**src/rtl/load_store_unit.sv**
```systemverilog
// MEM-stage load/store unit for the word-organised data memory.
// Ports: m_clk/m_rst; lsu_i_* request in; lsu_o_* result out; mem_o_*/mem_i_rdata memory side.
module load_store_unit #(
    parameter int DWIDTH = 32,
    parameter int MEM_AW = 5
) (
    input  logic              m_clk,
    input  logic              m_rst,
    input  logic              lsu_i_valid,
    input  logic              lsu_i_load,
    input  logic              lsu_i_store,
    input  logic [1:0]        lsu_i_size,
    input  logic              lsu_i_unsigned,
    input  logic [31:0]       lsu_i_addr,
    input  logic [DWIDTH-1:0] lsu_i_wdata,
    output logic              lsu_o_stall,
    output logic [DWIDTH-1:0] lsu_o_rdata,
    output logic              lsu_o_done,
    output logic              lsu_o_fault,
    output logic              mem_o_ce,
    output logic              mem_o_rd_en,
    output logic              mem_o_wr_en,
    output logic [MEM_AW-1:0] mem_o_addr,
    output logic [DWIDTH-1:0] mem_o_wdata,
    input  logic [DWIDTH-1:0] mem_i_rdata
);

    typedef enum logic {
        IDLE      = 1'b0,
        RMW_WRITE = 1'b1
    } state_t;

    state_t state_q, state_d;

    logic [DWIDTH-1:0] rdata_q, rdata_d;
    logic [DWIDTH-1:0] merge_q, merge_d;
    logic [MEM_AW-1:0] addr_q, addr_d;
    logic              done_q, done_d;
    logic              fault_q, fault_d;

    logic              unused_addr;
    assign unused_addr = ^lsu_i_addr[31:MEM_AW+2];

    logic [MEM_AW-1:0] word_idx;
    assign word_idx = lsu_i_addr[MEM_AW+1:2];

    // Request decode
    logic is_byte, is_half, is_word;
    logic misalign, illegal, req, ok;
    logic ld_ok, st_w_ok, st_sub_ok;

    assign is_byte  = (lsu_i_size == 2'b00);
    assign is_half  = (lsu_i_size == 2'b01);
    assign is_word  = (lsu_i_size == 2'b10);
    assign misalign = (is_half & lsu_i_addr[0])
                    | (is_word & (|lsu_i_addr[1:0]));
    assign illegal  = (lsu_i_size == 2'b11) | misalign
                    | (lsu_i_load & lsu_i_store);
    assign req      = lsu_i_valid & (lsu_i_load | lsu_i_store);
    assign ok       = req & ~illegal & (state_q == IDLE);
    assign ld_ok     = ok & lsu_i_load;
    assign st_w_ok   = ok & lsu_i_store & is_word;
    assign st_sub_ok = ok & lsu_i_store & ~is_word;

    // Load lane extraction: bring the addressed lane down to bit 0
    logic [DWIDTH-1:0] shifted;
    logic [DWIDTH-1:0] ld_ext;
    logic              sx;

    assign shifted = mem_i_rdata >> {lsu_i_addr[1:0], 3'b000};
    assign sx      = ~lsu_i_unsigned;

    always_comb begin
        ld_ext = shifted;
        unique case (1'b1)
            is_byte: ld_ext = {{24{sx & shifted[7]}}, shifted[7:0]};
            is_half: ld_ext = {{16{sx & shifted[15]}}, shifted[15:0]};
            default: ld_ext = shifted;
        endcase
    end

    // Sub-word store merge: replicate store data across lanes,
    // then pick per byte between it and the old memory word.
    logic [DWIDTH-1:0] wrep;
    logic [3:0]        be;
    logic [DWIDTH-1:0] merged;

    assign wrep = is_byte ? {4{lsu_i_wdata[7:0]}}
                          : {2{lsu_i_wdata[15:0]}};

    always_comb begin
        be     = '0;
        merged = mem_i_rdata;
        for (int k = 0; k < 4; k++) begin
            if (is_byte) begin
                be[k] = (lsu_i_addr[1:0] == 2'(k));
            end else begin
                be[k] = (lsu_i_addr[1] == (k >= 2));
            end
            if (be[k]) begin
                merged[8*k +: 8] = wrep[8*k +: 8];
            end
        end
    end

    // FSM next state and outputs
    logic              rd_c, wr_c, stall_c;
    logic [MEM_AW-1:0] addr_c;
    logic [DWIDTH-1:0] wdata_c;

    always_comb begin
        state_d = state_q;
        rdata_d = rdata_q;
        merge_d = merge_q;
        addr_d  = addr_q;
        done_d  = 1'b0;
        fault_d = 1'b0;
        rd_c    = 1'b0;
        wr_c    = 1'b0;
        stall_c = 1'b0;
        addr_c  = word_idx;
        wdata_c = lsu_i_wdata;
        unique case (state_q)
            IDLE: begin
                if (ld_ok) begin
                    rd_c    = 1'b1;
                    rdata_d = ld_ext;
                    done_d  = 1'b1;
                end
                if (st_w_ok) begin
                    wr_c   = 1'b1;
                    done_d = 1'b1;
                end
                if (st_sub_ok) begin
                    rd_c    = 1'b1;
                    stall_c = 1'b1;
                    merge_d = merged;
                    addr_d  = word_idx;
                    state_d = RMW_WRITE;
                end
                if (req & illegal) begin
                    fault_d = 1'b1;
                end
            end
            RMW_WRITE: begin
                wr_c    = 1'b1;
                addr_c  = addr_q;
                wdata_c = merge_q;
                done_d  = 1'b1;
                state_d = IDLE;
            end
            default: state_d = IDLE;
        endcase
    end

    always_ff @(posedge m_clk or negedge m_rst) begin
        if (!m_rst) begin
            state_q <= IDLE;
            rdata_q <= '0;
            merge_q <= '0;
            addr_q  <= '0;
            done_q  <= 1'b0;
            fault_q <= 1'b0;
        end else begin
            state_q <= state_d;
            rdata_q <= rdata_d;
            merge_q <= merge_d;
            addr_q  <= addr_d;
            done_q  <= done_d;
            fault_q <= fault_d;
        end
    end

    // Enables are gated by reset so an asserted reset aborts
    // any in-flight access before the next edge.
    assign mem_o_rd_en = rd_c & m_rst;
    assign mem_o_wr_en = wr_c & m_rst;
    assign mem_o_ce    = mem_o_rd_en | mem_o_wr_en;
    assign mem_o_addr  = addr_c;
    assign mem_o_wdata = wdata_c;
    assign lsu_o_stall = stall_c & m_rst;
    assign lsu_o_rdata = rdata_q;
    assign lsu_o_done  = done_q;
    assign lsu_o_fault = fault_q;

endmodule

```
**config.mk**
```make
export PLATFORM = sky130hd
export DESIGN_NAME = load_store_unit
export DESIGN_NICKNAME = d
export VERILOG_FILES = /design/src/rtl/load_store_unit.sv
export SDC_FILE = /design/constraint.sdc
export NUM_CORES = 1
export LEC_CHECK = 0
export ABC_AREA = 1
export CAP_MARGIN = 20
export CORE_ASPECT_RATIO = 0.5
export CORE_UTILIZATION = 44
export CTS_CLUSTER_SIZE = 16
export DETAILED_ROUTE_END_ITERATION = 10
export PLACE_DENSITY = 0.84
export SYNTH_ARGS = -nofsm -noshare
export SYNTH_HDL_FRONTEND = slang
export SYNTH_SLANG_ARGS = --single-unit
```
**constraint.sdc**
```tcl
create_clock -name m_clk -period 1.7 [get_ports m_clk]
set_input_delay 0.255 -clock m_clk [delete_from_list [all_inputs] [get_ports m_clk]]
set_output_delay 0.255 -clock m_clk [all_outputs]
set_load 0.02 [all_outputs]
```
---- Yosys cells after proc, flatten, opt, wreduce, memory -nomap -nowiden ----
Index checks and enable logic that the tools add are counted.
word-level totals
  input bits .............................. 104
  bits in latches ......................... 0
  output and inout port bits .............. 75
  ROM bits ................................ 0
  RAM bits ................................ 0
  register bits after elaboration ......... 72
  memories ................................ 0
cells by class
  shift operators ......................... 1
  bitwise gates (word level) .............. 26
  add/sub/neg operators ................... 0
  reduce and logical (&&, ||, !) cells .... 5
  order comparisons ....................... 0
  multiply operators ...................... 0
  divide/modulo/power cells ............... 0
  mux-type cells .......................... 24
  equal/unequal tests ..................... 6
operators by type and width
  kind                                                                    count
  32-bit 2-to-1 mux                                                       2
  32-bit one-hot mux with 2 select lines                                  1
  8-bit 2-to-1 mux                                                        4
  32-bit by 5-bit right shift with 32-bit output                          1
  1-bit bitwise AND                                                       16
  1-bit 2-to-1 mux                                                        13
  2-bit equality test (second input constant)                             4
  1-bit one-hot mux with 2 select lines                                   3
  5-bit 2-to-1 mux                                                        1
  1-bit inverter                                                          5
  1-bit bitwise OR                                                        5
  2-bit by 1-bit equality test with 1-bit output (second input constant)  2
  2-bit zero test                                                         2
  2-bit AND reduction                                                     2
  2-bit OR reduction                                                      1

---- Depth between registers and ports, before layout ----
Gate-level depths: netlist (run 1).
  depth after elaboration ................. 14
  mapped depth ............................ 9
  mapped depth without buffers ............ 8

---- Worst setup path before layout (run 1) ----
Ideal clock, no wire load.
  path type ............................... reg-to-output
  start point ............................. reg state_q
  end point ............................... out lsu_o_stall
  buffers on the path ..................... 1
  stages on the path, launching flop included .. 7
  data required time ...................... 1.445 ns
  arrival time ............................ 1.469 ns
  slack ................................... -0.024 ns
  cells stage by stage .................... dfrtp_1 -> inv_2 -> nand2_1 -> nor2_2 -> nand4_4 -> buf_2 -> nor2_1
on the way
  longest elaborated chain between the ends .. 7
ends and longest elaborated chain
  item                            line  RTL
  start, declared                 33    state_t state_q, state_d;
  start signal, assigned          165   state_q <= state_d;
  1-bit inverter                  --
  1-bit bitwise AND               60    assign ok = req & ~illegal & (state_q == IDLE);
  1-bit bitwise AND (2 in a row)  63    assign st_sub_ok = ok & lsu_i_store & ~is_word;
  1-bit 2-to-1 mux                134   if (st_sub_ok) begin
  1-bit 2-to-1 mux (*)            123   unique case (state_q)
  1-bit bitwise AND (*)           181   assign lsu_o_stall = stall_c & m_rst;
  end, declared                   16    output logic lsu_o_stall,
Mark *: on every way between the ends. The rest lies on a longest branch, timed or not.

---- Final worst setup path (run 1) ----
  start point ............................. reg state_q
  end point ............................... out mem_o_wdata[18]
on the way
  longest elaborated chain between the ends .. 1
ends and longest elaborated chain
  item               line  RTL
  32-bit 2-to-1 mux  123
  end, declared      24    output logic [DWIDTH-1:0] mem_o_wdata,
No other way between the ends.

==> flow_metrics.py, run 1 <==
metrics = {
    "critical_path": {
        "path_max_fanout": 18,
        "crit_type": "reg2out",
        "crit_required_ns": 1.44,
        "cp-startpoint": "state_q",
        "end_kind": "output pin",
        "critPathMaxStageDelay_ns": 0.42,
        "cp.arrival_ns": 1.67,
        "rr_startpoint": "state_q",
        "cpMostUsedCell": "nand2_1",
        "cp-start-kind": "flop",
        "path_cells": "inv_2 > buf_4 > nand2_1 > nand2_1 > dlygate4sd2_1",
        "cp_slowest_cell": "dfrtp_1",
    },
    "die": {
        "dieArea_um2": 10500,
        "pin_count": 179,
        "die_w_um": 144,
        "coreArea_um2": 9600,
        "rows": 25,
        "start_util": 0.462,
        "die_h_um": 73.0,
    },
    "cts": {
        "root_buffer": "clkbuf_16",
        "htreeDepth": 3,
        "cts_tree": "built",
        "clkSlewWorstSetupHoldPaths_ns": 0.06,
        "postCtsSetupBuffers": 0,
        "cts_buffers": 9,
        "clk_path_buf_depth": 2,
        "clock_latency_ns": 0.34,
        "cts_sinks": 72,
    },
    "synth": {
        "ys_ff_latch": 72,
        "synth_top_area_frac": 0.406,
        "synth_ff_type": "dfrtp_1",
        "syn_avg_cell_area_um2": 6.38,
        "syn_inst": 696,
        "ys_warn_count": 0,
        "synth_cell_types": 21,
        "synth_area_um2": 4440,
        "seq_area_frac_synth": 0.406,
        "synth.most_common_cell": "nand2_1",
        "synth_edf_count": 0,
        "synth_area_leaders": "dfrtp_1, nand2_1, o21ai_0",
        "syn_nets": 800,
        "synth_common_cells": "nand2_1, o21ai_0, dfrtp_1",
        "async_flop_share": 1.00,
        "yosysTopAreaCell": "dfrtp_1",
    },
    "placement": {
        "port_buffers": 153,
        "hpwl_mm": 11.5,
        "placed_area_um2": 6530,
        "place.gp.congestion": 0.916,
    },
    "finish": {
        "fin_area_um2": 7020,
        "utilization": 0.731,
        "area_growth_pct": 58.1,
        "n_fill_cell": 727,
        "n_antenna_cell": 0,
        "final_layout_size_suffix_gt1_frac": 0.156,
        "fin_nets": 998,
    },
    "sta": {
        "tns_ns": -3.45,
        "max_freq_mhz": 519,
        "rsz0062_at_grt": "true",
        "finalHoldViolCount": 0,
        "worst_slew_pin_slew_ns": 0.598,
        "slew_headroom": 0.601,
        "setup_ws_ns": -0.228,
        "finClkSkew_ns": 0.00512,
        "fin_crit_ns": 1.93,
        "fin_crit_sh": 1.13,
        "final-setup-viol-count": 30,
        "whs_ns": 0.0977,
        "maxSlewViolCount": 0,
    },
    "global_route": {
        "grt_remaining_overflow": 0,
        "grt_util_all_layers": 0.317,
        "grt_pass1_wl_mm": 25.2,
        "grt_pass1_vias": 5085,
        "grt_max_degree": 46,
        "antenna_found_initial": 0,
    },
    "run_status": {
        "status": "finished, violations left",
        "violations": "negative setup slack",
    },
    "detailed_routing": {
        "totalWireLength_mm": 16.9,
        "wire_per_inst_um": 16.3,
        "first_iter_violations": 473,
        "vias_per_cell": 5.28,
        "vias": 5461,
        "drt_pass1_iterations": 6,
        "drc": 0,
        "antenna_left": 0,
    },
    "hold_path": {
        "min_path_type": "in2async",
    },
    "pwr": {
        "powerDensity_nw_per_um2": 933,
        "peakVddDrop_mv": 0.507,
        "power_leakage_nw": 3.69,
    },
    "job": {
        "drv_cap": 0,
    },
}
-- layout make-up --
cell class | instances | area [um^2] | area share
multi-input combinational | 532 | 2280 | 0.326
timing repair buffer | 227 | 2210 | 0.315
sequential | 72 | 1800 | 0.257
clock buffer | 11 | 243 | 0.0346
inverter | 52 | 208 | 0.0296
tap | 135 | 169 | 0.0241
clock inverter | 5 | 104 | 0.0148
-- final timing paths --
kind	endpoint	cells past startpoint	slack, ns
setup / recovery	mem_o_wdata[18]	5	-0.23
hold / removal	state_q	2	0.1
setup reg to reg	merge_q[31]	11	0
hold reg to reg	lsu_o_rdata[11]	2	0.48
max in group asynchronous	lsu_o_rdata[28]	2	1.08
min in group m_clk	lsu_o_rdata[11]	2	0.48
-- what timing repair did --
item,CTS,global route
setup endpoints to repair,110,99
resized for setup,167,39
gates cloned,1,3
pin swaps,5,3
hold buffers,1,0
hold endpoints to repair,2,0
-- logic make-up (layout without fill, tap and decap cells) --
kind of cell	Yosys count	in the layout	synth area share
flops	72	72	0.406
buf+inv	92	295	0.0885
simple gates	415	415	0.372
compound gates	117	117	0.134
-- cell usage in the layout, fill, tap and decap left out --
cell               n
a21oi_1            8
a21oi_2            2
buf_12             9
buf_2             12
buf_4             58
buf_6              9
buf_8              2
bufbuf_16          1
bufinv_16          3
clkbuf_1           1
clkbuf_16         12
clkbuf_2           5
clkbuf_8           1
clkdlybuf4s15_1    4
clkdlybuf4s15_2    4
clkdlybuf4s50_1  105
clkinv_2           1
clkinv_4           1
clkinv_8           1
dfrtp_1           72
dlygate4sd2_1     14
dlygate4sd3_1      1
inv_1             48
inv_2              3
nand2_1          366
nand2_2            6
nand3_1           27
nand3_2            1
nand3_4            1
nand4_1            1
nand4_4            1
nor2_1             7
nor2_4             5
o21ai_0           90
o21ai_1           15
o21ai_2            2
-- flip-flops by register name (all words and copies together), names as in the netlist --
name and cells:
lsu_o_fault 1, lsu_o_rdata 32, merge_q 32, state_q 1
addr_q 5, lsu_o_done 1
-- per-stage QoR --
| step | instances | total power, mW | setup WS (ns) |
|---|---|---|---|
| after detailed placement | 1013 | 4.28 | -0.718 |
| after CTS | 1031 | 6.48 | -0.143 |
| after floorplan | 696 | 3.25 | 0.0649 |
| final | 1034 | 6.55 | -0.228 |
| after global placement | 1013 | 4.23 | -0.688 |
| after global routing | 1034 | 6.84 | -0.248 |
-- worst max-delay path, delay by kind of cell, from the launching register on --
family                 cells  cell delay (ns)
and+or+nand+nor            2             0.21
DFF                        1             0.42
buffers and inverters      3             0.69
-- metal layers --
layer | part of all wire | global-route usage | up-vias
met2 | 0.44 | 0.491 | 312
met3 | 0.11 | 0.0886 | 56
met1 | 0.42 | 0.426 | 2516
met4 | 0.028 | 0.110 | 0
met5 | 0 | 0 | -
li1 | - | - | 2577
-- power by group --
| group | switching (mW) | internal (mW) |
|---|---|---|
| logic | 1.08 | 0.914 |
| clock network | 0.744 | 1.47 |
| registers | 0.233 | 2.11 |
| total | 2.06 | 4.49 |
Note: power is estimated with default switching activity, not from simulation.
==> run 2: changes to the inputs <==
--- a/config.mk
+++ b/config.mk
@@ -6,7 +6,7 @@
 export NUM_CORES = 1
 export LEC_CHECK = 0
 export ABC_AREA = 1
-export CAP_MARGIN = 20
+export CAP_MARGIN = 25
 export CORE_ASPECT_RATIO = 0.5
 export CORE_UTILIZATION = 44
 export CTS_CLUSTER_SIZE = 16
==> results of run 2 <==
Final layout, timing and power as in run 1 (identical DEF).
==> run 3: changes to the inputs <==
--- a/config.mk
+++ b/config.mk
@@ -8,10 +8,10 @@
 export ABC_AREA = 1
 export CAP_MARGIN = 25
 export CORE_ASPECT_RATIO = 0.5
-export CORE_UTILIZATION = 44
+export CORE_UTILIZATION = 45
 export CTS_CLUSTER_SIZE = 16
 export DETAILED_ROUTE_END_ITERATION = 10
-export PLACE_DENSITY = 0.84
+export PLACE_DENSITY = 0.86
 export SYNTH_ARGS = -nofsm -noshare
 export SYNTH_HDL_FRONTEND = slang
 export SYNTH_SLANG_ARGS = --single-unit
==> constraint.sdc (replaced) <==
create_clock -name m_clk -period 2.4 [get_ports m_clk]
set_input_delay 0.36 -clock m_clk [delete_from_list [all_inputs] [get_ports m_clk]]
set_output_delay 0.36 -clock m_clk [all_outputs]
set_load 0.02 [all_outputs]
==> run 3 against run 2 <==
Effect of this change: the flow now finishes without violations; cell count down 5.3%; core utilization down 5.9 points; combinational power down 35%; clock skew down 0.0029 ns; first-iteration DRC count up 37%; critical path type is now in2out.
==> flow_metrics.py, run 3 (synthesis gave the netlist of run 1 again) <==
metrics = {
    "finish": {
        "final_common_cell": "nand2_1",
        "final_layout_size_suffix_gt1_frac": 0.0569,
        "area_growth_pct": 43.9,
        "instances_no_fill": 979,
        "n_fill_cell": 827,
        "fin_nets": 945,
        "n_antenna_cell": 0,
        "fin_area_um2": 6390,
        "final_cell_mix": "nand2_1, clkdlybuf4s50_1, o21ai_0",
    },
    "critical_path": {
        "rr_startpoint": "state_q",
        "crit_type": "in2out",
        "timing.rr.end": "merge_q[20]",
        "r2r_slack_ns": 0.63,
        "path_max_fanout": 3,
        "cp-start-kind": "input pin",
        "end_kind": "output pin",
        "crit_required_ns": 2.04,
        "r2r_cells": 9,
        "cp.arrival_ns": 1.92,
    },
    "placement": {
        "port_buffers": 153,
        "place.gp.congestion": 0.934,
        "hpwl_mm": 10.7,
        "place_inst": 964,
        "placed_area_um2": 6130,
    },
    "sta": {
        "max_freq_mhz": 438,
        "rsz0062_at_grt": "false",
        "finClkSkew_ns": 0.00225,
        "final-setup-viol-count": 0,
        "worst_slew_pin_slew_ns": 0.888,
        "maxSlewViolCount": 0,
        "finalHoldViolCount": 0,
        "tns_ns": 0,
        "fin_crit_sh": 0.950,
        "slew_headroom": 0.408,
        "fin_crit_ns": 2.28,
    },
    "cts": {
        "postCtsSetupBuffers": 0,
        "clk_path_buf_depth": 2,
        "cts_tree": "built",
        "root_buffer": "clkbuf_16",
        "cts_buffers": 9,
        "clock_latency_ns": 0.34,
        "clkSlewWorstSetupHoldPaths_ns": 0.05,
        "cts_sinks": 72,
        "htreeDepth": 3,
    },
    "run_status": {
        "status": "finished clean",
    },
    "job": {
        "drv_cap": 0,
    },
    "detailed_routing": {
        "vias_per_cell": 5.07,
        "totalWireLength_mm": 14.5,
        "wire_per_inst_um": 14.8,
        "drc": 0,
        "antenna_left": 0,
        "drt_pass1_iterations": 6,
        "first_iter_violations": 648,
        "vias": 4959,
    },
    "die": {
        "coreArea_um2": 9510,
        "die_h_um": 72.2,
        "die_w_um": 142,
        "pin_count": 179,
        "dieArea_um2": 10300,
        "start_util": 0.467,
        "rows": 25,
    },
    "pwr": {
        "powerDensity_nw_per_um2": 648,
        "power_leakage_nw": 3.28,
        "peakVddDrop_mv": 0.298,
    },
    "global_route": {
        "antenna_found_initial": 0,
        "grt_pass1_vias": 4414,
        "grt_util_all_layers": 0.285,
        "grt_max_degree": 69,
        "grt_remaining_overflow": 0,
        "grt_pass1_wl_mm": 22.5,
    },
    "hold_path": {
        "min_path_type": "in2async",
    },
}
-- run 3: changes by cell type in the layout (fill, tap and decap cells not counted), moves of 9 or more --
cell / change
buf_4: -40
clkdlybuf4s50_1: +43
buf_6: -9
o21ai_0: +10
dlygate4sd2_1: -12
buf_2: -12
-- run 3: cell type report --
type                            instances  area, um^2  share of cell area
Inverter                               52         196              0.0307
Clock inverter                          1        5.00            0.000783
Timing Repair Buffer                  174        1710               0.268
Sequential cell                        72        1800               0.282
Tap cell                              135         169              0.0264
Clock buffer                           13         250              0.0392
Multi-Input combinational cell        532        2250               0.353
-- run 3: worst max path at each step --
stage | start | end | cells after the start
after CTS | lsu_i_size[1] | mem_o_ce | 10
after detailed placement | lsu_i_addr[1] | mem_o_ce | 9
after floorplan | lsu_i_addr[1] | lsu_o_stall | 7
final | lsu_i_size[1] | mem_o_wr_en | 9
after global routing | lsu_i_size[1] | mem_o_wr_en | 9
after global placement | lsu_i_addr[1] | mem_o_ce | 9
-- run 3: layer usage --
layer / share of wire / track usage / vias to the layer above
met5: 0 / 0 / -
met4: 0.017 / 0.0789 / 0
met3: 0.084 / 0.0515 / 28
met2: 0.44 / 0.432 / 242
met1: 0.46 / 0.419 / 2238
li1: - / - / 2451
-- run 3: what timing repair did --
action,in CTS,in global routing
hold endpoints to repair,4,0
hold buffers,1,0
endpoints found under the setup margin,4,4
gates resized for setup,4,7
-- run 3: critical path, cell delays in order --
cell             delay, ns
clkdlybuf4s50_1       0.49
o21ai_1               0.15
nand2_1               0.12
nor2_4                0.17
nand4_1               0.13
nand2_1               0.08
nand2_1               0.06
inv_1                 0.05
dlygate4sd2_1         0.32
-- run 3: per-stage QoR --
| step | setup slack, ns | utilization | hold WS [ns] | power [mW] |
|---|---|---|---|---|
| floorplan | 0.494 | - | 0.0644 | 2.30 |
| global placement | -0.180 | 0.644 | 0.176 | 2.91 |
| detailed placement | -0.208 | 0.644 | 0.177 | 2.94 |
| CTS | 0.0343 | 0.672 | 0.395 | 4.15 |
| global route | 0.00602 | 0.672 | 0.420 | 4.35 |
| finish | 0.119 | 0.672 | 0.410 | 4.14 |
-- run 3: power by group --
group          switching [mW]  internal, mW  leakage, nW
Combinational           0.699         0.593         2.23
Clock                   0.482         0.715        0.126
Sequential              0.156          1.49        0.931
